==> src/rtl/btb_rt_upd_q_pkg.sv <==
// rtl/btb_rt_upd_q_pkg.sv - shared BTB field layout and drain FSM types for the retire update queue
package btb_rt_upd_q_pkg;

    localparam int BTB_IDX_LO = 2;
    localparam int BTB_IDX_HI = 9;
    localparam int BTB_PC_W   = 64;

    typedef struct packed {
        logic [BTB_PC_W-1:0] pc;
        logic                dir;
        logic [BTB_PC_W-1:0] tar;
    } btb_upd_t;

    typedef enum logic [1:0] {
        ST_IDLE    = 2'd0,
        ST_ISSUE   = 2'd1,
        ST_BLOCKED = 2'd2
    } drain_state_t;

endpackage

==> src/rtl/btb_upd_fifo.sv <==
// rtl/btb_upd_fifo.sv - update queue storage with pointers, occupancy and a newest-entry rewrite port
module btb_upd_fifo
    import btb_rt_upd_q_pkg::*;
#(
    parameter int DEPTH = 8
) (
    input  logic                  clock,
    input  logic                  reset,
    input  logic                  push,
    input  btb_upd_t              push_data,
    input  logic                  pop,
    input  logic                  rewrite,
    input  logic                  rewrite_dir,
    input  logic [BTB_PC_W-1:0]   rewrite_tar,
    output btb_upd_t              head,
    output logic [BTB_PC_W-1:0]   tail_pc,
    output logic [$clog2(DEPTH):0] count
);

    localparam int AW = $clog2(DEPTH);
    localparam int CW = AW + 1;

    btb_upd_t       mem [DEPTH];
    logic [AW-1:0]  rd_ptr;
    logic [AW-1:0]  wr_ptr;
    logic [AW-1:0]  last_ptr;

    assign last_ptr = wr_ptr - AW'(1);
    assign head     = mem[rd_ptr];
    assign tail_pc  = mem[last_ptr].pc;

    // Pointers wrap naturally at DEPTH; the extra count bit separates full from empty.
    always_ff @(posedge clock or posedge reset) begin
        if (reset) begin
            rd_ptr <= '0;
            wr_ptr <= '0;
            count  <= '0;
        end else begin
            if (push) wr_ptr <= wr_ptr + AW'(1);
            if (pop)  rd_ptr <= rd_ptr + AW'(1);
            count <= count + CW'(push) - CW'(pop);
        end
    end

    always_ff @(posedge clock) begin
        if (push) begin
            mem[wr_ptr] <= push_data;
        end else if (rewrite) begin
            mem[last_ptr].dir <= rewrite_dir;
            mem[last_ptr].tar <= rewrite_tar;
        end
    end

endmodule

==> src/rtl/btb_rt_upd_q.sv <==
// rtl/btb_rt_upd_q.sv - retire-side BTB update queue: coalescing, set-conflict stall and in-order drain
module btb_rt_upd_q
    import btb_rt_upd_q_pkg::*;
#(
    parameter int DEPTH     = 8,
    parameter int STALL_MAX = 4
) (
    input  logic                   clock,
    input  logic                   reset,
    input  logic                   rt_valid_i,
    input  logic [BTB_PC_W-1:0]    rt_brpc_i,
    input  logic                   rt_brdir_i,
    input  logic [BTB_PC_W-1:0]    rt_brtar_i,
    output logic                   rt_ready_o,
    input  logic                   sp_we_i,
    input  logic [BTB_PC_W-1:0]    sp_brpc_i,
    output logic                   sp_block_o,
    output logic                   btb_rt_we_o,
    output logic [BTB_PC_W-1:0]    btb_rt_brpc_o,
    output logic                   btb_rt_brdir_o,
    output logic [BTB_PC_W-1:0]    btb_rt_brtar_o,
    output logic [$clog2(DEPTH):0] count_o
);

    localparam int CW = $clog2(DEPTH) + 1;
    localparam int SW = $clog2(STALL_MAX + 1);
    localparam logic [SW-1:0] STALL_LAST = SW'(STALL_MAX - 1);

    drain_state_t         state, state_next;
    logic [SW-1:0]        stall_cnt, stall_next;
    logic                 block_next;
    logic                 accept, conflict, empty;
    logic                 deq, coalesce, push;
    logic [CW-1:0]        count_next;
    btb_upd_t             head, push_data;
    logic [BTB_PC_W-1:0]  tail_pc;

    assign accept   = rt_valid_i & rt_ready_o;
    assign empty    = (count_o == '0);
    assign conflict = sp_we_i & (sp_brpc_i[BTB_IDX_HI:BTB_IDX_LO] == head.pc[BTB_IDX_HI:BTB_IDX_LO]);
    assign push_data = '{pc: rt_brpc_i, dir: rt_brdir_i, tar: rt_brtar_i};

    always_comb begin
        state_next = state;
        stall_next = stall_cnt;
        block_next = 1'b0;
        deq        = 1'b0;
        case (state)
            ST_IDLE: begin
                if (!empty) state_next = ST_ISSUE;
            end
            ST_ISSUE: begin
                if (empty) begin
                    state_next = ST_IDLE;
                end else if (conflict) begin
                    stall_next = stall_cnt + SW'(1);
                    state_next = ST_BLOCKED;
                end else begin
                    deq = 1'b1;
                end
            end
            ST_BLOCKED: begin
                // On the last stall cycle fetch1 is held off next cycle, so the head can write then.
                if (conflict && stall_cnt != STALL_LAST) begin
                    stall_next = stall_cnt + SW'(1);
                end else begin
                    deq        = 1'b1;
                    block_next = conflict;
                    stall_next = '0;
                end
            end
            default: state_next = ST_IDLE;
        endcase

        // Never merge into the newest entry while it is leaving as the sole entry.
        coalesce   = accept & !empty & (rt_brpc_i == tail_pc) & !(deq && count_o == CW'(1));
        push       = accept & !coalesce;
        count_next = count_o + CW'(push) - CW'(deq);

        if (deq) state_next = (count_next == '0) ? ST_IDLE : ST_ISSUE;
    end

    always_ff @(posedge clock or posedge reset) begin
        if (reset) begin
            state          <= ST_IDLE;
            stall_cnt      <= '0;
            rt_ready_o     <= 1'b1;
            sp_block_o     <= 1'b0;
            btb_rt_we_o    <= 1'b0;
            btb_rt_brpc_o  <= '0;
            btb_rt_brdir_o <= 1'b0;
            btb_rt_brtar_o <= '0;
        end else begin
            state       <= state_next;
            stall_cnt   <= stall_next;
            rt_ready_o  <= (count_next < CW'(DEPTH));
            sp_block_o  <= block_next;
            btb_rt_we_o <= deq;
            if (deq) begin
                btb_rt_brpc_o  <= head.pc;
                btb_rt_brdir_o <= head.dir;
                btb_rt_brtar_o <= head.tar;
            end
        end
    end

    btb_upd_fifo #(.DEPTH(DEPTH)) u_fifo (
        .clock       (clock),
        .reset       (reset),
        .push        (push),
        .push_data   (push_data),
        .pop         (deq),
        .rewrite     (coalesce),
        .rewrite_dir (rt_brdir_i),
        .rewrite_tar (rt_brtar_i),
        .head        (head),
        .tail_pc     (tail_pc),
        .count       (count_o)
    );

endmodule

==> config.mk <==
export PLATFORM = sky130hd
export DESIGN_NAME = btb_rt_upd_q
export DESIGN_NICKNAME = d
export VERILOG_FILES = /design/src/rtl/btb_rt_upd_q_pkg.sv /design/src/rtl/btb_upd_fifo.sv /design/src/rtl/btb_rt_upd_q.sv
export SDC_FILE = /design/constraint.sdc
export NUM_CORES = 2
export LEC_CHECK = 0
export CAP_MARGIN = 20
export CORE_ASPECT_RATIO = 1.75
export CORE_MARGIN = 2
export CORE_UTILIZATION = 59
export CTS_BUF_LIST = sky130_fd_sc_hd__clkbuf_16
export CTS_CLUSTER_SIZE = 16
export DETAILED_ROUTE_END_ITERATION = 16
export HOLD_SLACK_MARGIN = 0.12
export PLACE_DENSITY = 0.8
export REMOVE_ABC_BUFFERS = 1
export SYNTH_ARGS = -nofsm -noshare
export SYNTH_HDL_FRONTEND = slang
export SYNTH_SLANG_ARGS = --single-unit
==> constraint.sdc <==
create_clock -name clock -period 9.3 [get_ports clock]
set_clock_uncertainty 0.1 [all_clocks]
set_input_delay 0.93 -clock clock [delete_from_list [all_inputs] [get_ports clock]]
set_output_delay 0.93 -clock clock [all_outputs]
set_load 0.01 [all_outputs]
==> results.yml <==
yosys:
  synth_xor_area_share_pct: 1.110
  synth.most_common_cell: "edfxtp_1"
  synth_cell_types: 58
  synth_top_family_by_area: "multiplexers"
  yosysTopAreaCellShare_pct: 63.21
  yosys_warnings: 0
  synth_common_cells: "edfxtp_1, mux4_2, mux2i_1"
  synth_edf_count: 1032
  synth_seq_cells: 1179
  muxShareOfSynthArea_pct: 20.89
  yosys.area_share.simple_pct: 2.743
  ys_top_cells_by_area: "edfxtp_1, mux4_2, dfrtp_1"
  synthFlopType: "edfxtp_1"
  synth_compound_area_share_pct: 2.562
  yosysSeqAreaShare_pct: 70.72
  syn_area_um2: 49030
  yosysTopAreaCell: "edfxtp_1"
  avgSynthCellArea_um2: 19.69
  async_reset_ff_share_pct: 12.47
  synthAdderAreaFrac_pct: 0.3726
  postSynthCellCount: 2490
timing:
  period_share_pct: 73.50
  rsz0062_at_grt: "no"
  fmaxAchievable_mhz: 146.3
  min_period_ps: 6836
  worstMarginPinSlew_ps: 1063
  final_hold_viol_count: 0
  whs_ps: 376.6
  setup_viol: 0
  relSlewSlack_pct: 29.15
  maxSlewViolCount: 0
min_path:
  hold_depth: 2
  hold_path_class: "flip-flop to flip-flop"
detailed_routing:
  drt_first_pass_iters: 5
  wl_per_cell_um: 28.90
  drt_iter0_markers: 2105
  drc: 0
  vias: 25560
  routed_wl_um: 113300
  avgViaCountPerCell: 6.521
  ant_nets: 0
floorplanning:
  dieArea_um2: 85510
  die_y_um: 385.3
  initial_core_util_pct: 59.60
  fp-row-count: 139
  io_pins: 333
  core_area_um2: 82260
  dieWidth_um: 221.9
grt:
  grt_antenna_before_repair: 10
  grt_start_max_net_pins: 194
  grt-ovfl-total: 0
  grt_pass1_wl_um: 170800
  grtUsageTotal_pct: 27.07
  grt_pass1_vias: 27580
place:
  portBuffers: 276
  place_area_um2: 53050
  place_congestion: 0.7800
  hpwlAfterDp_um: 63490
clocking:
  h-tree-depth: 3
  clock_path_buffers: 3
  post_cts_buffers: 0
  clock_sinks: 1179
  cts_tree: "done"
  cts_buffers: 101
  insertion_delay_ps: 700
  cts-resized-gates: 0
  clkTransAtPathRegs_ps: 60
  ctsHoldBuffers: 0
  clock-root-buffer: "clkbuf_16"
worst_setup_path:
  crit_cells: 14
  path_cells: "inv_2 -> ha_4 -> xor2_4 -> buf_16 -> buf_4 -> mux4_2 -> mux2i_1 -> nor2_1 -> a2111oi_1 -> nand4_1 -> nor4_4 -> nand2_2 -> mux2_4 -> buf_4"
  reg2reg_slack_ps: 2460
  critPathRequiredTime_ps: 9600
  end_kind: "flip-flop"
  crit_family: "multiplexers"
  path_buf_inv: 4
  crit_path_frequent_cell: "buf_4"
  slowest_delay_ps: 940
  crit_arrival_ps: 7140
  slowest_stage: "mux2_4"
  ff2ff_path_depth: 14
  start_kind: "flip-flop"
  cp_max_fo: 49
  critPathKind: "flip-flop to flip-flop"
power:
  ir_worst_vdd_v: 0.0003158
  power_density_nw_per_um2: 333.2
  power_leakage_nw: 18.92
layout:
  syn_to_final_growth_pct: 15.44
  drive_above_1_share_pct: 20.81
  final_cell_area_um2: 56600
  fin_nets: 2979
flow_run:
  max_cap_violations: 0
status:
  outcome: "completed"
sequential cells by signal, indices dropped and copies added, names as in the netlist:
signal          cells
u_fifo.mem       1032
btb_rt_brpc_o      64
btb_rt_brtar_o     64
u_fifo.count        4
stall_cnt           3
u_fifo.rd_ptr       3
u_fifo.wr_ptr       3
state               2
btb_rt_brdir_o      1
btb_rt_we_o         1
rt_ready_o          1
sp_block_o          1
worst paths after layout:
| path | startpoint | endpoint |
|---|---|---|
| worst max-delay path | u_fifo.wr_ptr[0]$_DFFE_PP0P_ | u_fifo.mem[6][4]$_DFFE_PP_ |
| worst min-delay path | btb_rt_brpc_o[53]$_DFFE_PP0P_ | btb_rt_brpc_o[53]$_DFFE_PP0P_ |
| worst max register to register | u_fifo.wr_ptr[0]$_DFFE_PP0P_ | u_fifo.mem[6][4]$_DFFE_PP_ |
| worst min register to register | btb_rt_brpc_o[53]$_DFFE_PP0P_ | btb_rt_brpc_o[53]$_DFFE_PP0P_ |
| max in group asynchronous | reset | u_fifo.rd_ptr[2]$_DFFE_PP0P_ |
| min in group asynchronous | reset | btb_rt_brtar_o[45]$_DFFE_PP0P_ |
metrics by stage:
stage / std cells / utilization, % / power, mW / setup slack [ps] / TNS (ps)
after detailed placement: 3721 / 64.49 / 14.52 / 2483 / 0
after global routing: 3914 / 68.79 / 19.71 / 2105 / 0
after CTS: 3911 / 68.75 / 19.01 / 2428 / 0
final: 3919 / 68.80 / 18.86 / 2464 / 0
after global placement: 3720 / 64.46 / 14.25 / 2224 / 0
after floorplan: 2341 / - / 13.26 / -5531 / -5095280
final cells by class:
| type | instances | area (µm²) |
|---|---|---|
| Sequential cell | 1179 | 34680 |
| Fill cell | 5099 | 25660 |
| Multi-Input combinational cell | 1142 | 13740 |
| Timing Repair Buffer | 324 | 3251 |
| Clock buffer | 102 | 2552 |
| Tap cell | 1057 | 1323 |
| Clock inverter | 88 | 945.9 |
| Inverter | 20 | 82.58 |
| Antenna cell | 7 | 17.52 |
per-layer routing:
layer / track usage (%) / wire (µm) / up-vias
met5: 0 / 71 / -
met4: 10.50 / 3471 / 10
met3: 6.112 / 9529 / 201
met2: 47.30 / 59380 / 1176
met1: 33.10 / 40800 / 13390
li1: - / - / 10780
placed cells by master (no fill, tap or decap), types with 5 or more instances in the layout:
| master | n |
|---|---|
| a2111oi_0 | 13 |
| a22o_1 | 6 |
| a22oi_1 | 8 |
| buf_12 | 7 |
| buf_4 | 39 |
| bufinv_16 | 19 |
| clkbuf_16 | 102 |
| clkdlybuf4s50_1 | 276 |
| clkinv_1 | 24 |
| clkinv_2 | 11 |
| clkinv_4 | 5 |
| clkinvlp_4 | 8 |
| dfrtp_1 | 142 |
| diode_2 | 7 |
| edfxtp_1 | 1032 |
| ha_1 | 12 |
| inv_1 | 31 |
| inv_6 | 7 |
| mux2i_1 | 209 |
| mux4_2 | 358 |
| nand2_1 | 153 |
| nand3_1 | 41 |
| nand4_1 | 15 |
| nor2_1 | 15 |
| nor2b_1 | 18 |
| nor3_1 | 8 |
| nor4_1 | 8 |
| o21ai_0 | 135 |
| o22ai_1 | 6 |
| xnor2_1 | 36 |
| xor2_1 | 22 |
worst reg2reg max path, stage by stage (launching register included):
cell,delay (ps)
dfrtp_4,790
inv_2,130
ha_4,220
xor2_4,430
buf_16,250
buf_4,470
mux4_2,610
mux2i_1,290
nor2_1,90
a2111oi_1,460
nand4_1,450
nor4_4,540
nand2_2,340
mux2_4,940
buf_4,410
power by group:
part	switching (mW)	internal, mW
clock	1.92	2.54
combinational	3.78	3.51
sequential	0.528	6.58
total	6.23	12.6
logic make-up after synthesis:
family / count (synthesis)
adder cells (fa/ha/maj): 14
multiplexers: 575
XOR/XNOR: 60
buffers and inverters: 169
AND/OR/NAND/NOR: 286
AO/OA/AOI/OAI: 207
flip-flops: 1179
No activity file was read; power rests on OpenSTA's default activity.
